$ cat config.mk
export PLATFORM = sky130hd
export DESIGN_NAME = mvu_job_sequencer
export DESIGN_NICKNAME = d
export VERILOG_FILES = /design/src/rtl/mvu_pkg.sv /design/src/rtl/mvu_job_fifo.sv /design/src/rtl/mvu_job_sequencer.sv
export SDC_FILE = /design/constraint.sdc
export NUM_CORES = 1
export LEC_CHECK = 0
export ABC_AREA = 1
export CAP_MARGIN = 20
export CORE_MARGIN = 3
export CORE_UTILIZATION = 46
export DETAILED_ROUTE_END_ITERATION = 10
export HOLD_SLACK_MARGIN = 0.1
export PLACE_DENSITY = 0.87
export SYNTH_ARGS = -nofsm -noshare
export SYNTH_HDL_FRONTEND = slang
export SYNTH_SLANG_ARGS = --single-unit
$ cat constraint.sdc
create_clock -name clk -period 2.5 [get_ports clk]
set_input_delay 0.5 -clock clk [delete_from_list [all_inputs] [get_ports clk]]
set_output_delay 0.5 -clock clk [all_outputs]
set_load 0.1 [all_outputs]
$ cat src/rtl/mvu_pkg.sv
// Shared types and sizes for the MVU job sequencer.
package mvu_pkg;

  localparam int NMVU    = 6;
  localparam int BCNTDWN = 16;
  localparam int BMVUIDX = $clog2(NMVU);
  localparam int BJOBTAG = 8;

  typedef struct packed {
    logic [BMVUIDX-1:0] mvu;
    logic [BCNTDWN-1:0] countdown;
    logic [BJOBTAG-1:0] tag;
  } mvu_job_t;

  typedef enum logic [1:0] {
    S_IDLE,
    S_LAUNCH,
    S_WAIT,
    S_CMPL
  } mvu_seq_state_t;

endpackage

$ cat src/rtl/mvu_job_fifo.sv
// Synchronous job descriptor queue.
// ready_o is registered and always equals !full, so a push can never land on a
// full queue, even when the same cycle also pops.
module mvu_job_fifo
  import mvu_pkg::*;
#(
  parameter int DEPTH = 4
) (
  input  logic                   clk_i,
  input  logic                   rst_i,
  input  logic                   push_i,
  input  mvu_job_t               din_i,
  output logic                   ready_o,
  input  logic                   pop_i,
  output mvu_job_t               dout_o,
  output logic                   empty_o,
  output logic [$clog2(DEPTH):0] level_o
);

  localparam int AW = $clog2(DEPTH);
  localparam int LW = AW + 1;

  mvu_job_t        mem_q [DEPTH];
  logic [AW-1:0]   wptr_q, rptr_q;
  logic [LW-1:0]   level_q, level_d;
  logic            ready_q, do_push, do_pop;

  assign do_push = push_i && ready_q;
  assign do_pop  = pop_i && (level_q != '0);
  assign level_d = level_q + LW'(do_push) - LW'(do_pop);

  // Pointers wrap naturally since DEPTH is a power of two; ready tracks next level.
  always_ff @(posedge clk_i) begin
    if (rst_i) begin
      wptr_q  <= '0;
      rptr_q  <= '0;
      level_q <= '0;
      ready_q <= 1'b0;
    end else begin
      if (do_push) wptr_q <= wptr_q + 1'b1;
      if (do_pop)  rptr_q <= rptr_q + 1'b1;
      level_q <= level_d;
      ready_q <= (level_d != LW'(DEPTH));
    end
  end

  // Storage array, no reset needed: only read behind valid occupancy.
  always_ff @(posedge clk_i) begin
    if (do_push) mem_q[wptr_q] <= din_i;
  end

  assign dout_o  = mem_q[rptr_q];
  assign empty_o = (level_q == '0);
  assign level_o = level_q;
  assign ready_o = ready_q;

endmodule

$ cat src/rtl/mvu_job_sequencer.sv
// MVU job sequencer: queues job descriptors, launches one job at a time on the
// target MVU, waits for its done, and reports completion with tag/err/irq.
// Optional watchdog: define MVU_SEQ_TIMEOUT_EN to end a hung job after
// job_countdown + TMARGIN cycles with cmpl_err=1.
module mvu_job_sequencer
  import mvu_pkg::*;
#(
  parameter int FIFO_DEPTH = 4,
  parameter int TMARGIN    = 16
) (
  input  logic                        clk,
  input  logic                        rst,
  input  logic                        job_valid,
  output logic                        job_ready,
  input  logic [BMVUIDX-1:0]          job_mvu,
  input  logic [BCNTDWN-1:0]          job_countdown,
  input  logic [BJOBTAG-1:0]          job_tag,
  output logic [NMVU-1:0]             start,
  input  logic [NMVU-1:0]             done,
  output logic [NMVU-1:0]             irq,
  output logic                        cmpl_valid,
  output logic [BJOBTAG-1:0]          cmpl_tag,
  output logic                        cmpl_err,
  output logic                        busy,
  output logic [$clog2(FIFO_DEPTH):0] fifo_level
);

  localparam logic [BMVUIDX:0] NMVU_W = (BMVUIDX+1)'(NMVU);

  mvu_seq_state_t state_q, state_d;
  mvu_job_t       job_q, job_d, head, push_job;
  logic           err_q, err_d;
  logic           pop, empty, live, done_hit, bad_mvu, timeout;
  logic [NMVU-1:0] sel;

  assign push_job = '{mvu: job_mvu, countdown: job_countdown, tag: job_tag};

  mvu_job_fifo #(.DEPTH(FIFO_DEPTH)) u_fifo (
    .clk_i   (clk),
    .rst_i   (rst),
    .push_i  (job_valid),
    .din_i   (push_job),
    .ready_o (job_ready),
    .pop_i   (pop),
    .dout_o  (head),
    .empty_o (empty),
    .level_o (fifo_level)
  );

  // One-hot decode of the current job's MVU; out-of-range indices decode to zero.
  always_comb begin
    sel = '0;
    for (int i = 0; i < NMVU; i++) sel[i] = (job_q.mvu == BMVUIDX'(i));
  end

  assign bad_mvu  = ({1'b0, job_q.mvu} >= NMVU_W);
  assign done_hit = |(done & sel);

`ifdef MVU_SEQ_TIMEOUT_EN
  localparam int WDW = BCNTDWN + 1;
  logic [WDW-1:0] wd_q, wd_d, wd_lim;

  // wd_q holds cycles since the start pulse; the timeout decision is taken one
  // cycle early so cmpl_valid lands exactly countdown+TMARGIN after start.
  assign wd_lim  = {1'b0, job_q.countdown} + WDW'(TMARGIN);
  assign wd_d    = (state_q == S_LAUNCH) ? WDW'(1) : wd_q + WDW'(1);
  assign timeout = (wd_d >= wd_lim);

  // Watchdog counter register.
  always_ff @(posedge clk) begin
    if (rst) wd_q <= '0;
    else     wd_q <= wd_d;
  end
`else
  logic unused_cd;
  assign unused_cd = ^job_q.countdown;
  assign timeout   = 1'b0;
`endif

  // State, job and error registers.
  always_ff @(posedge clk) begin
    if (rst) begin
      state_q <= S_IDLE;
      job_q   <= '0;
      err_q   <= 1'b0;
    end else begin
      state_q <= state_d;
      job_q   <= job_d;
      err_q   <= err_d;
    end
  end

  // Next-state logic; done is only looked at in WAIT, and done wins over timeout.
  always_comb begin
    state_d = state_q;
    job_d   = job_q;
    err_d   = err_q;
    pop     = 1'b0;
    case (state_q)
      S_IDLE: begin
        if (!empty) begin
          pop     = 1'b1;
          job_d   = head;
          err_d   = 1'b0;
          state_d = S_LAUNCH;
        end
      end
      S_LAUNCH: begin
        if (bad_mvu) begin
          err_d   = 1'b1;
          state_d = S_CMPL;
        end else begin
          state_d = S_WAIT;
        end
      end
      S_WAIT: begin
        if (done_hit) begin
          err_d   = 1'b0;
          state_d = S_CMPL;
        end else if (timeout) begin
          err_d   = 1'b1;
          state_d = S_CMPL;
        end
      end
      S_CMPL:  state_d = S_IDLE;
      default: state_d = S_IDLE;
    endcase
  end

  // Outputs decode from state; held quiet while reset is asserted so an
  // abandoned job never reports.
  assign live       = !rst;
  assign start      = (live && state_q == S_LAUNCH) ? sel : '0;
  assign irq        = (live && state_q == S_CMPL) ? sel : '0;
  assign cmpl_valid = live && (state_q == S_CMPL);
  assign cmpl_tag   = cmpl_valid ? job_q.tag : '0;
  assign cmpl_err   = cmpl_valid && err_q;
  assign busy       = live && ((state_q != S_IDLE) || !empty);

endmodule

==> flow_summary.ini <==
[sta]
finalHoldViolations = 0
layout_setup_ws_ns = 0.207
worst_pin_slew_ns = 0.468
rsz0062_at_grt = no
period_minus_slack_ns = 2.29
drv_slew = 0
setup_violations = 0
fin_crit_sh_pct = 91.7
slew_headroom_pct = 68.8
max_freq_mhz = 436
finalClockSkew_ns = 0.00597

[placement]
port_buffers = 46
place_congestion = 0.810
hpwl_mm = 4.19
dp_cells = 423
dpl_worst_slack_ns = 0.236

[drt]
drt_iter0_drc = 126
first_pass_iters = 4
ant_nets = 0
routed_wl_mm = 6.31
wl_per_cell_um = 14.4
vias = 2252
viasPerCell = 5.13
drcViolationCount = 0

[layout]
layout.cells.non_filler = 439
antennaDiodeCount = 0
drive_above_1_share_pct = 22.0
utilization_pct = 66.7
syn2layout_area_growth_pct = 36.5
fin_nets = 408

[clocking]
clock-root-buffer = clkbuf_8
cts_tree = done
post_cts_buffers = 0
cts_resized = 0
hold_buffers = 0
clkSinkCount = 66
clock_latency_ns = 0.34
cts_max_level = 3
clk_pin_slew_worst_paths_ns = 0.07
cts_buffers = 9
clk_path_buf_depth = 2

[worst_setup_path]
cp-end-kind = output pin
required_ns = 2.00
r2r_slack_ns = 0.25
reg2regPathDepth = 11
critPathArrivalTime_ns = 1.79
path_max_fanout = 7
path_class = in -> out
crit_path_start_kind = input pin

[outcome]
status = complete, no violations

[synthesis]
syn_nets = 349
ys_ff_latch = 66
yosysSeqAreaShare_pct = 59.5
synth_area_leaders = edfxtp_1 (45%), dfxtp_1 (15%), nor2_1 (9.3%)
yosys.cell_types.count = 26
yosys_warnings = 0
yosysTopAreaCellShare_pct = 44.6
syn_inst = 300
synth_area_per_cell_um2 = 9.87
yosysTopAreaCell = edfxtp_1
syn_area_um2 = 2960

[job]
maxCapViolations = 0

[power]
power_density_nw_per_um2 = 1030
peakVddDrop_mv = 0.837
finalPower_mw = 4.15
p_leak_nw = 1.57

[global_route]
track_usage_pct = 18.2
overflow = 0
grt_max_degree = 26
grt_pass1_vias = 2216
antenna_found_initial = 0
grt_pass1_wl_mm = 10.1

[floorplan]
die-area_um2 = 7430
coreArea_um2 = 6060
rows = 28
die_h_um = 86.2
initial_utilization_pct = 48.8
ios = 63
die_x_um = 86.2

[worst_hold_path]
min_path_cells = 2
min_path_type = reg -> reg
==> cell type report <==
| type | count | area [um^2] |
|---|---|---|
| Tap cell | 75 | 93.8 |
| Clock inverter | 7 | 116 |
| Sequential cell | 66 | 1770 |
| Timing Repair Buffer | 61 | 793 |
| Fill cell | 455 | 2020 |
| Clock buffer | 9 | 124 |
| Inverter | 37 | 141 |
| Multi-Input combinational cell | 184 | 1000 |
==> state kept, by name (all words and copies together), names as in the netlist <==
register        cells
u_fifo.wptr_q       2
u_fifo.ready_o      1
u_fifo.rptr_q       2
job_q              11
u_fifo.mem_q       44
err_q               1
u_fifo.level_o      3
state_q             2
==> logic make-up after synthesis <==
family          after synthesis  share of synthesized area, %
buf+inv                      50                          7.19
fa+ha+maj                    13                          5.75
flops                        66                          59.5
simple gates                112                          16.3
compound gates               57                          10.7
xor+xnor                      2                         0.592
==> cells in the final DEF, fill, tap and decap left out, types with 6 or more instances in the layout <==
master and n:
dfxtp_1 19, clkdlybuf4s50_1 19, buf_12 23, nand4_1 6, nand2_1 17, nor2_1 67
a21oi_1 7, a31oi_1 12, o21ai_1 9, clkbuf_8 9, nor2_2 10, inv_1 33
nand3_1 7, ha_1 12, edfxtp_1 44, o21ai_0 28, buf_4 19
==> where the power goes <==
part           leakage (nW)  internal (mW)  switching, mW  total, mW
Clock                 0.120          0.662          0.408       1.07
Sequential            0.583           1.36          0.127       1.49
Combinational         0.870          0.518           1.08       1.59
==> path summary, 6_finish.rpt <==
check	startpoint	end
worst max-delay path	rst	cmpl_tag[0]
worst min register to register	job_q[5]	job_q[5]
worst min-delay path	job_q[5]	job_q[5]
worst max register to register	state_q[0]	u_fifo.ready_o
==> cell usage after synthesis <==
cell	count
dfxtp_1	22
nor2_2	4
inv_4	1
clkbuf_1	5
nand4_1	6
nor2_1	73
a21oi_1	7
xor2_1	2
fa_1	1
o21ai_1	9
edfxtp_1	44
buf_2	6
o21ai_0	28
nor2_4	1
nand2_2	1
inv_1	33
inv_2	3
buf_6	2
nand2_4	1
nand3_2	1
a31oi_1	12
ha_1	12
nand3b_1	1
nand2_1	17
nand3_1	7
a31oi_4	1
==> per-layer routing <==
| metal | up-vias | routed length, um | GRT usage, % | part of all wire, % |
|---|---|---|---|---|
| li1 | 1121 | - | - | - |
| met1 | 1050 | 2360 | 19.3 | 37 |
| met2 | 70 | 3400 | 33.3 | 54 |
| met3 | 11 | 419 | 4.09 | 6.6 |
| met4 | 0 | 132 | 9.92 | 2.1 |
| met5 | - | 0 | 0 | 0 |
==> metrics by stage <==
stage / area, um^2 / hold WS, ns / setup TNS, ns
after floorplan: 2980 / 0.490 / -2.65
after global placement: 3800 / 0.504 / 0
after detailed placement: 3800 / 0.507 / 0
after CTS: 4040 / 0.521 / 0
after global routing: 4040 / 0.548 / 0
final: 4040 / 0.519 / 0
==> critical path, cell delays in order <==
cell	delay, ns
clkdlybuf4s50_1	0.42
inv_1	0.12
nand2_1	0.11
buf_4	0.18
nor2_1	0.24
buf_12	0.22
Power figures use the tool's default switching activity.
